File: src/rtl/alu_pkg.sv
// Shared widths, opcode encodings and the packed command format of the 2-bit ALU.
package alu_pkg;

  localparam int DATA_W = 2;
  localparam int OPC_W  = 3;

  localparam logic [OPC_W-1:0] OP_ADD       = 3'b000;
  localparam logic [OPC_W-1:0] OP_SUB       = 3'b001;
  localparam logic [OPC_W-1:0] OP_AND       = 3'b010;
  localparam logic [OPC_W-1:0] OP_OR        = 3'b011;
  localparam logic [OPC_W-1:0] OP_XOR       = 3'b100;
  localparam logic [OPC_W-1:0] OP_MAX_LEGAL = 3'b100;

  typedef struct packed {
    logic [OPC_W-1:0]  opcode;
    logic [DATA_W-1:0] operand1;
    logic [DATA_W-1:0] operand2;
  } alu_cmd_t;

endpackage

File: src/rtl/alu_cmd_fifo.sv
// Synchronous command FIFO with occupancy count and synchronous flush.
module alu_cmd_fifo #(
  parameter int WIDTH = 7,
  parameter int DEPTH = 4
) (
  input  logic                     clk,
  input  logic                     rst_n,
  input  logic                     flush,
  input  logic                     push,
  input  logic                     pop,
  input  logic [WIDTH-1:0]         wdata,
  output logic [WIDTH-1:0]         rdata,
  output logic [$clog2(DEPTH):0]   count
);

  localparam int AW = $clog2(DEPTH);
  localparam logic [AW:0] FULL_CNT = (AW+1)'(DEPTH);

  logic [WIDTH-1:0] mem_q [DEPTH];
  logic [WIDTH-1:0] mem_d [DEPTH];
  logic [AW-1:0]    wr_ptr_q, wr_ptr_d;
  logic [AW-1:0]    rd_ptr_q, rd_ptr_d;
  logic [AW:0]      count_q, count_d;
  logic             do_push, do_pop;

  // Guard against over/underflow even if the caller misbehaves.
  assign do_push = push & (count_q != FULL_CNT);
  assign do_pop  = pop & (count_q != '0);

  always_comb begin
    mem_d    = mem_q;
    wr_ptr_d = wr_ptr_q;
    rd_ptr_d = rd_ptr_q;
    count_d  = count_q;
    if (flush) begin
      wr_ptr_d = '0;
      rd_ptr_d = '0;
      count_d  = '0;
    end else begin
      if (do_push) begin
        mem_d[wr_ptr_q] = wdata;
        wr_ptr_d        = wr_ptr_q + 1'b1;
      end
      if (do_pop) begin
        rd_ptr_d = rd_ptr_q + 1'b1;
      end
      case ({do_push, do_pop})
        2'b10:   count_d = count_q + 1'b1;
        2'b01:   count_d = count_q - 1'b1;
        default: count_d = count_q;
      endcase
    end
  end

  always_ff @(posedge clk) begin
    if (!rst_n) begin
      wr_ptr_q <= '0;
      rd_ptr_q <= '0;
      count_q  <= '0;
    end else begin
      wr_ptr_q <= wr_ptr_d;
      rd_ptr_q <= rd_ptr_d;
      count_q  <= count_d;
    end
  end

  // Storage carries no reset; stale entries are unreachable once pointers clear.
  always_ff @(posedge clk) begin
    mem_q <= mem_d;
  end

  assign rdata = mem_q[rd_ptr_q];
  assign count = count_q;

endmodule

File: src/rtl/alu_issue_stage.sv
// Issue stage around the combinational ALU: command FIFO in front, registered result behind.
module alu_issue_stage
  import alu_pkg::*;
#(
  parameter int DATA_W = alu_pkg::DATA_W,
  parameter int OPC_W  = alu_pkg::OPC_W,
  parameter int DEPTH  = 4
) (
  input  logic                   clk,
  input  logic                   rst_n,
  input  logic                   flush,
  input  logic                   in_valid,
  output logic                   in_ready,
  input  logic [OPC_W-1:0]       in_opcode,
  input  logic [DATA_W-1:0]      in_operand1,
  input  logic [DATA_W-1:0]      in_operand2,
  output logic [OPC_W-1:0]       alu_opcode,
  output logic [DATA_W-1:0]      alu_operand1,
  output logic [DATA_W-1:0]      alu_operand2,
  input  logic [DATA_W-1:0]      alu_result,
  output logic                   out_valid,
  input  logic                   out_ready,
  output logic [DATA_W-1:0]      out_result,
  output logic [OPC_W-1:0]       out_opcode,
  output logic                   out_illegal,
  output logic [$clog2(DEPTH):0] count
);

  localparam int CW = $clog2(DEPTH) + 1;
  localparam logic [CW-1:0] FULL_CNT = CW'(DEPTH);

  alu_cmd_t         wr_cmd, head_cmd;
  logic [CW-1:0]    fifo_count;
  logic             push, pop, not_empty;

  logic              out_valid_q, out_valid_d;
  logic [DATA_W-1:0] out_result_q, out_result_d;
  logic [OPC_W-1:0]  out_opcode_q, out_opcode_d;
  logic              out_illegal_q, out_illegal_d;

  assign wr_cmd    = '{opcode: in_opcode, operand1: in_operand1, operand2: in_operand2};
  assign not_empty = (fifo_count != '0);
  assign in_ready  = (fifo_count != FULL_CNT);
  assign push      = in_valid & in_ready;
  assign pop       = not_empty & (~out_valid_q | out_ready);

  alu_cmd_fifo #(
    .WIDTH ($bits(alu_cmd_t)),
    .DEPTH (DEPTH)
  ) u_fifo (
    .clk   (clk),
    .rst_n (rst_n),
    .flush (flush),
    .push  (push),
    .pop   (pop),
    .wdata (wr_cmd),
    .rdata (head_cmd),
    .count (fifo_count)
  );

  always_comb begin
    alu_opcode   = '0;
    alu_operand1 = '0;
    alu_operand2 = '0;
    if (not_empty) begin
      alu_opcode   = head_cmd.opcode;
      alu_operand1 = head_cmd.operand1;
      alu_operand2 = head_cmd.operand2;
    end
  end

  always_comb begin
    out_valid_d   = out_valid_q;
    out_result_d  = out_result_q;
    out_opcode_d  = out_opcode_q;
    out_illegal_d = out_illegal_q;
    if (flush) begin
      out_valid_d   = 1'b0;
      out_result_d  = '0;
      out_opcode_d  = '0;
      out_illegal_d = 1'b0;
    end else if (pop) begin
      out_valid_d   = 1'b1;
      out_result_d  = alu_result;
      out_opcode_d  = head_cmd.opcode;
      out_illegal_d = (head_cmd.opcode > OP_MAX_LEGAL);
    end else if (out_valid_q && out_ready) begin
      out_valid_d   = 1'b0;
    end
  end

  always_ff @(posedge clk) begin
    if (!rst_n) begin
      out_valid_q   <= 1'b0;
      out_result_q  <= '0;
      out_opcode_q  <= '0;
      out_illegal_q <= 1'b0;
    end else begin
      out_valid_q   <= out_valid_d;
      out_result_q  <= out_result_d;
      out_opcode_q  <= out_opcode_d;
      out_illegal_q <= out_illegal_d;
    end
  end

  assign out_valid   = out_valid_q;
  assign out_result  = out_result_q;
  assign out_opcode  = out_opcode_q;
  assign out_illegal = out_illegal_q;
  assign count       = fifo_count;

endmodule

File: config.mk
export PLATFORM = sky130hd
export DESIGN_NAME = alu_issue_stage
export DESIGN_NICKNAME = d
export VERILOG_FILES = /design/src/rtl/alu_pkg.sv /design/src/rtl/alu_cmd_fifo.sv /design/src/rtl/alu_issue_stage.sv
export SDC_FILE = /design/constraint.sdc
export NUM_CORES = 1
export LEC_CHECK = 0
export CAP_MARGIN = 20
export CORE_AREA = 2 2 81 83
export DETAILED_ROUTE_END_ITERATION = 12
export DIE_AREA = 0 0 83 85
export HOLD_SLACK_MARGIN = 0.15
export PLACE_DENSITY = 0.52
export SKIP_LAST_GASP = 1
export SLEW_MARGIN = 5
export SYNTH_ARGS = -nofsm -noshare
export SYNTH_HDL_FRONTEND = slang
export SYNTH_SLANG_ARGS = --single-unit
File: constraint.sdc
create_clock -name clk -period 2.7 [get_ports clk]
set_input_delay 0.54 -clock clk [delete_from_list [all_inputs] [get_ports clk]]
set_output_delay 0.54 -clock clk [all_outputs]
set_load 0.005 [all_outputs]
**Word-level counts from Yosys, hierarchy flattened**

Cells that the tools add are included.

- Add/sub/neg operators: 4
- Order comparisons: 4
- Equal/unequal tests: 3
- Mux-type cells: 12
- Bitwise logic cells: 10
- Reductions and logical operators: 7

Operators with widths:

| cell | count |
|---|---|
| $bwmux W28 | 1 |
| $mux W7 | 3 |
| $bmux W7 S2 | 1 |
| $demux W7 S2 | 1 |
| $ge A3 B3 Y1 const B | 2 |
| $not A2 Y3 | 2 |
| $pmux W3 S2 | 1 |
| $add A2 B1 Y2 const B | 2 |
| $and A1 B1 Y1 | 4 |
| $mux W2 | 2 |
| $reduce_bool A2 Y1 | 2 |
| $add A3 B1 Y3 const B | 1 |
| $gt A3 B3 Y1 const B | 1 |
| $lt A3 B1 Y1 const B | 1 |
| $mux W3 | 1 |
| $ne A3 B3 Y1 const B | 1 |
| $not A1 Y1 | 3 |
| $reduce_bool A3 Y1 | 1 |
| $sub A3 B1 Y3 const B | 1 |
| $eq A2 B1 Y1 const B | 1 |
| $eq A2 B2 Y1 const B | 1 |
| $logic_and A1 B1 Y1 | 2 |
| $mux W1 | 2 |
| $reduce_and A2 Y1 | 1 |
| 2 further kinds | 2 |

- Bits in registers: 42
- Word-level logic and storage cells: 51

**Depth between registers and ports, before layout**

Gate-level depths: netlist of the first run.

- Depth in word-level cells: 6
- Gate-level depth with buffers: 9

**Cells and area by module**

From an unflattened synthesis of the first run, not the netlist that was laid out.

- Cells, all modules: 128
- Area total of the unflattened synthesis: 1801.7 um^2

Modules (own cells, without submodules):

| module | instances | cells each | area each (um^2) |
|---|---|---|---|
| alu_cmd_fifo | 1 | 85 | 1450.1 |
| alu_issue_stage | 1 | 43 | 351.6 |

**Worst setup path after synthesis of the first run**

OpenSTA, ideal clock, no wires.

- Kind: register -> register
- Start: register u_fifo.count_q[2], in the netlist u_fifo.count[2]
- End: register u_fifo.count_q[2], in the netlist u_fifo.count[2]
- Library setup time: 0.070 ns
- Data arrival time: 2.052 ns
- Data required time: 2.630 ns
- Setup slack: 0.577 ns
- Cell stages (with the launch flop): 10
- Path buffers: 0
- Clock period less this slack: 2.123 ns
- Path through: dfxtp_1 nor3b_1 inv_1 nand2_1 ha_1 inv_1 fa_1 xor2_1 or3_1 a21oi_1

- Longest elaborated chain between the ends: 5

Ends and longest elaborated chain:

| what | RTL line | text |
|---|---|---|
| start, declared | alu_cmd_fifo.sv:23 | `logic [AW:0] count_q, count_d;` |
| start signal, assigned | alu_cmd_fifo.sv:63 | `count_q <= count_d;` |
| $ne A3 B3 Y1 (*) | alu_issue_stage.sv:43 | `assign in_ready = (fifo_count != FULL_CNT);` |
| via in_ready | alu_issue_stage.sv:13 | `output logic in_ready,` |
| $and A1 B1 Y1 | alu_issue_stage.sv:44 | `assign push = in_valid & in_ready;` |
| $and A1 B1 Y1 (*) | alu_cmd_fifo.sv:27 | `assign do_push = push & (count_q != FULL_CNT);` |
| $eq A2 B1 Y1 / $eq A2 B2 Y1 (equally long branches) | alu_cmd_fifo.sv:47 | `case ({do_push, do_pop})` |
| $pmux W3 S2 / $reduce_bool A2 Y1 (equally long branches) | -- |  |

The timed path passes the listed nets; every way through them passes the cells marked *.
A chain may end at the register's enable or synchronous reset.

**Final worst setup path of the first run**

- Start: register u_fifo.rd_ptr_q[0]
- End: output port alu_opcode[2]

- Longest elaborated chain between the ends: 5

Ends and longest elaborated chain:

| what | RTL line | text |
|---|---|---|
| start, declared | alu_cmd_fifo.sv:22 | `logic [AW-1:0] rd_ptr_q, rd_ptr_d;` |
| start signal, assigned | alu_cmd_fifo.sv:62 | `rd_ptr_q <= rd_ptr_d;` |
| $not A2 Y3 (not written as such) | alu_cmd_fifo.sv:72 | `assign rdata = mem_q[rd_ptr_q];` |
| $bmux W7 S2 | alu_cmd_fifo.sv:72 |  |
| $mux W7 (not written as such) (2 in a row) | alu_cmd_fifo.sv:72 |  |
| $mux W3 | alu_issue_stage.sv:65 | `if (not_empty) begin` |
| end, declared | alu_issue_stage.sv:17 | `output logic [OPC_W-1:0] alu_opcode,` |

No other way between the ends. The select of a mux whose other input is x is not followed.

==> out/qor.yml, run 1 <==
hp-class: "flip-flop to flip-flop"
diodes: 0
first_iter_violations: 38
die_area_mm2: 0.00706
grt_max_degree: 15
synth-xor-area-share_pct: 0.984
via_per_inst: 4.75
postCtsHoldBufs: 0
synth-seq-area-share_pct: 63.0
setup_viol: 0
layout.nets: 184
syn-cell-area_mm2: 0.00178
fin_area_mm2: 0.00228
preCtsSetupSlack_ns: 0.146
post-synth-top-count-cell: "edfxtp_1"
drc: 0
slew_violations: 0
holdPathStages: 2
gp_congestion: 0.717
antenna_found_initial: 0
synth_area_leaders: "edfxtp_1, dfxtp_1, mux4_1"
yosys.area_share.adder_pct: 4.64
cp.arrival_ns: 2.04
fin_skew_ns: 0.00628
cts.htree.levels: 2
area_growth_pct: 28.3
syn_avg_cell_area_um2: 13.7
period_share_pct: 95.6
synth_top_area_share_pct: 47.2
cts.sinks: 42
path_clk_slew_ns: 0.08
numPortBuffers: 31
grt_setup_unrepaired: "false"
hold_viol: 0
place_hpwl_um: 2450
synth.yosys.warnings: 0
worstPathRequired_ns: 2.16
synthTopCellsByCount: "edfxtp_1, dfxtp_1, a21oi_1"
synthMuxAreaShare_pct: 9.91
row_count: 29
synth.ff_latch_count: 42
ioPinCount: 32
die_w_um: 83
status: "complete, no violations"
cpPeakStageDelay_ns: 0.63
place_area_mm2: 0.00217
worstSetupStartpointType: "flip-flop"
fp.dieH_um: 85
overflow: 0
grt_usage_pct: 10.5
fmax_ghz: 0.387
nFillCells: 598
fin_setup_tns_ns: 0
critical_path_class: "flip-flop to output pin"
r2r_cells: 9
cts_setup_buffers: 0
crit_path_top_delay_cell: "mux4_1"
synth_top_family_by_area: "simple AND/OR/NAND/NOR gates"
placedCellCount: 234
irDropWorstVdd_v: 0.000330
wire_per_inst_um: 14.4
syn_inst: 130
powerDensity_mw_per_mm2: 611
initial_core_util_pct: 28.7
fin_hold_ws_ns: 0.480
routed_wl_um: 3470
ant_nets: 0
synth_top_area_cell: "edfxtp_1"
period_minus_slack_ns: 2.58
via_count: 1150
p_leak_nw: 0.751
core_mm2: 0.00620
synth-compound-area-share_pct: 7.38
crit_chain: "buf_4, mux4_1, and2_1, clkdlybuf4s50_1"
syn_nets: 150
cts.repair.resized: 0
clk_latency_ns: 0.29
grt_pass1_wl_um: 5710
stdcell_count: 242
max_slew_margin_pct: 63.6
ys_types: 27
synth_ff_type: "edfxtp_1"
drive_above_1_share_pct: 7.88
cts_tree: "done"
cts_root_buf: "clkbuf_8"
cp_max_fo: 9
worst_pin_slew_ns: 0.546
end_kind: "output pin"
async_reset_ff_share_pct: 0
clockBufferDepth: 2
grt_pass1_vias: 1148
cts_inserted_buffers: 5
cap_violations: 0
yosys.area_share.simple_pct: 10.4
synth_edf_count: 28
drt-pass1-iter-count: 4
setup_ws_ns: 0.119
-- cells by family after synthesis --
group	after synthesis
buffers and inverters	15
AO/OA/AOI/OAI	25
XOR/XNOR	2
AND/OR/NAND/NOR	33
adder cells (fa/ha/maj)	6
flip-flops	42
multiplexers	7
-- through the flow --
| step | power [mW] | util (%) |
|---|---|---|
| after floorplan | 0.828 | - |
| after global placement | 0.915 | 35.0 |
| after detailed placement | 0.921 | 35.0 |
| after CTS | 1.42 | 36.8 |
| after global routing | 1.47 | 36.8 |
| final | 1.40 | 36.8 |
-- worst max-delay path: cells and delay by family, from the launching register on --
family | cells | cell delay [ns]
multiplexers | 1 | 0.63
buffers and inverters | 2 | 0.62
flip-flops | 1 | 0.31
AND/OR/NAND/NOR | 1 | 0.19
-- layer usage --
metal / GRT usage, % / routed length, um / share of wire [%] / vias up
met3: 3.60 / 186 / 5.4 / 9
met4: 5.51 / 72 / 2.1 / 0
met1: 12.6 / 1540 / 44 / 560
met5: 0 / 0 / 0 / -
li1: - / - / - / 545
met2: 16.9 / 1680 / 48 / 36
-- registers in the layout, summed over array words and instances, names as in the netlist --
register / flops
out_illegal: 1
out_opcode: 3
out_result: 2
out_valid: 1
u_fifo.count: 3
u_fifo.mem_q: 28
u_fifo.rd_ptr_q: 2
u_fifo.wr_ptr_q: 2
-- power by group --
| part | internal, mW | total [mW] | switching [mW] |
|---|---|---|---|
| clock network | 0.276 | 0.492 | 0.216 |
| logic | 0.101 | 0.191 | 0.0899 |
| registers | 0.703 | 0.713 | 0.0106 |
-- path summary, 6_finish.rpt --
check                startpoint               to  slack [ns]
max reg2reg     u_fifo.count[2]  u_fifo.count[2]        0.25
min reg2reg       out_result[1]    out_result[1]        0.48
min               out_result[1]    out_result[1]        0.48
max          u_fifo.rd_ptr_q[0]    alu_opcode[2]        0.12
-- cells in the final DEF (no fill, tap or decap) --
cell type / instances
and2_1: 10
clkinvlp_4: 1
nand3_1: 8
o2111ai_1: 1
mux4_1: 5
clkdlybuf4s50_1: 31
edfxtp_1: 28
nand2b_1: 2
xor2_1: 2
fa_1: 1
mux4_2: 2
nor3_1: 2
clkbuf_1: 1
a21oi_1: 13
dfxtp_1: 14
nor2_1: 4
nor2b_1: 1
o21ai_0: 10
buf_4: 3
nand2_1: 1
nor3b_1: 1
o31ai_1: 1
clkbuf_8: 5
or3_1: 2
and2_2: 1
or4_1: 1
ha_1: 5
bufinv_16: 1
inv_1: 8
-- area by class of cell --
cell class                      instances  area, um2  share of cell area (%)
Clock inverter                          2       37.5                    1.64
Inverter                                8       30.0                    1.32
Multi-Input combinational cell         73        593                    26.0
Sequential cell                        42       1120                    49.1
Tap cell                               77       96.3                    4.22
Clock buffer                            6       72.6                    3.18
Timing Repair Buffer                   34        333                    14.6
Power figures use the tool's default switching activity.
==> inputs of run 2 (changes only) <==
==> constraint.sdc (replaced) <==
create_clock -name clk -period 2.6 [get_ports clk]
set_input_delay 0.52 -clock clk [delete_from_list [all_inputs] [get_ports clk]]
set_output_delay 0.52 -clock clk [all_outputs]
set_load 0.005 [all_outputs]
==> run 2 against run 1 <==
  * Clock-buffer cell count unchanged
  * Largest power group unchanged
  * Cell area is 0.60% lower
  * Highest routed layer unchanged
  * Cell count stayed put
==> out/qor.yml, run 2 (synthesis results as in run 1) <==
fin_setup_tns_ns: 0  # unchanged
via_per_inst: 4.62  # -2.7%
p_seq_share_pct: 55.3  # +4.2 points
antenna_found_initial: 0  # unchanged
grt_setup_unrepaired: "false"
gp_congestion: 0.707  # -1.5%
die_w_um: 83  # unchanged
final_cell_mix: "clkdlybuf4s50_1, edfxtp_1, a21oi_1, dfxtp_1"
grt_pass1_vias: 1175  # +2.4%
status: "complete, no violations"
wire_per_inst_um: 14.6  # +1.7%
irDropWorstVdd_v: 0.000285  # -14%
largest_reg_flops: 28  # unchanged
ioPinCount: 32  # unchanged
layout.nets: 184  # unchanged
cts.htree.levels: 2  # unchanged
worstPathRequired_ns: 2.08  # -0.08 ns
p_sw_uw: 322  # +1.8%
hold_viol: 0  # unchanged
cts_tree: "done"
powerDensity_mw_per_mm2: 593  # -3.0%
power_frac_clock_pct: 29.8  # -5.4 points
slew_violations: 0  # unchanged
numPortBuffers: 31  # unchanged
cts_root_buf: "clkbuf_8"
cts.sinks: 42  # unchanged
p_sw_share_pct: 23.9  # +1.3 points
place_hpwl_um: 2460  # +0.67%
routed_wl_um: 3530  # +1.7%
period_share_pct: 96.1
cp_max_fo: 7  # -2
clk_latency_ns: 0.29  # about the same
cap_violations: 0  # unchanged
core_mm2: 0.00620  # unchanged
drt-pass1-iter-count: 4  # unchanged
final_common_cell: "clkdlybuf4s50_1"
setup_viol: 0  # unchanged
max_slew_margin_pct: 62.2  # -1.4 points
path_clk_slew_ns: 0.08  # about the same
initial_core_util_pct: 28.7  # unchanged
grt_pass1_wl_um: 5820  # +1.9%
clockBufferDepth: 2  # unchanged
nFillCells: 598  # unchanged
cp.arrival_ns: 1.98  # -0.06 ns
area_growth_pct: 27.5
placedCellCount: 234  # unchanged
critical_path_class: "flip-flop to output pin"
p_int_mw: 1.02  # -5.2%
cts_inserted_buffers: 5  # unchanged
worst_pin_slew_ns: 0.568  # +0.0214 ns
end_kind: "output pin"
period_minus_slack_ns: 2.50
diodes: 0  # unchanged
cts_setup_buffers: 0  # unchanged
p_leak_nw: 0.746  # -0.65%
ant_nets: 0  # unchanged
fp.dieH_um: 85  # unchanged
grt_max_degree: 15  # unchanged
first_iter_violations: 28  # -26%
worstSetupStartpointType: "flip-flop"
row_count: 29  # unchanged
die_area_mm2: 0.00706  # unchanged
drc: 0  # unchanged
power_mw: 1.35  # -3.6%
fmax_ghz: 0.400
fin_skew_ns: 0.00732  # +0.00104 ns
largest_register: "u_fifo.mem_q"
drive_above_1_share_pct: 9.09  # +1.2 points
p_comb_share_pct: 14.9  # +1.2 points
via_count: 1119  # -2.7%
overflow: 0  # unchanged
stdcell_count: 242  # unchanged
hp-class: "flip-flop to flip-flop"
grt_usage_pct: 10.7  # +0.18 points
==> run 2: per-layer routing <==
| layer | vias to the layer above | share of wire (%) | track usage (%) |
|---|---|---|---|
| li1 | 547 | - | - |
| met2 | 29 | 50 | 18.3 |
| met1 | 539 | 43 | 12.4 |
| met4 | 0 | 1.6 | 4.47 |
| met3 | 4 | 5.0 | 3.60 |
| met5 | - | 0 | 0 |
==> run 2: layout make-up <==
class                   instances  area (um2)  share of cell area (%)
clock buffers                   6        72.6                    3.20
well taps                      77        96.3                    4.24
inverters                       8        30.0                    1.32
flip-flops and latches         42        1120                    49.4
clock inverters                 2        8.76                   0.386
multi-input cells              73         603                    26.6
repair buffers                 34         337                    14.8
==> run 2: path summary, 6_finish.rpt <==
path,start,to,slack [ns],cells past startpoint
worst max-delay path,u_fifo.rd_ptr_q[0],alu_operand1[1],0.10,4
worst min-delay path,out_result[0],out_result[0],0.49,2
worst max register to register,u_fifo.count[2],u_fifo.count[2],0.24,9
worst min register to register,out_result[0],out_result[0],0.49,2
==> run 2: critical path: stages (launching register included) <==
cell             delay (ns)
dfxtp_2                0.38
buf_6                  0.15
mux4_1                 0.53
and2_1                 0.18
clkdlybuf4s50_1        0.44
==> run 2: through the flow <==
step                hold slack (ns)  setup WS [ns]  cell area [um2]  utilization (%)
finish                        0.487          0.102             2270             36.6
detailed placement            0.474         0.0884             2170             35.0
floorplan                     0.470          0.477             1780                -
CTS                           0.485        0.00972             2260             36.4
global placement              0.462          0.175             2170             35.0
global route                  0.497         0.0195             2270             36.6
==> run 2: repair_timing <==
| item | CTS | global route |
|---|---|---|
| hold buffers | 0 | 0 |
| gates resized for setup | 1 | 3 |
| gates cloned | 0 | 0 |
| setup endpoints to repair | 5 | 7 |
==> run 2: power by group through the flow <==
| stage | combinational [mW] | sequential [mW] | clock [mW] |
|---|---|---|---|
| 2_1_floorplan | 0.105 | 0.755 | 0 |
| 3_3_place_gp | 0.196 | 0.756 | 0 |
| 3_5_place_dp | 0.198 | 0.758 | 0 |
| 4_1_cts | 0.201 | 0.743 | 0.418 |
| 5_1_grt | 0.224 | 0.746 | 0.448 |
| 6_report | 0.201 | 0.744 | 0.401 |
==> inputs of run 3 (changes only) <==
--- a/config.mk
+++ b/config.mk
@@ -9,7 +9,7 @@
 export CORE_AREA = 2 2 81 83
 export DETAILED_ROUTE_END_ITERATION = 12
 export DIE_AREA = 0 0 83 85
-export HOLD_SLACK_MARGIN = 0.15
+export HOLD_SLACK_MARGIN = 0.1
 export PLACE_DENSITY = 0.52
 export SKIP_LAST_GASP = 1
 export SLEW_MARGIN = 5
==> results of run 3 <==
No change in the layout: final DEF, timing and power equal those of run 2.
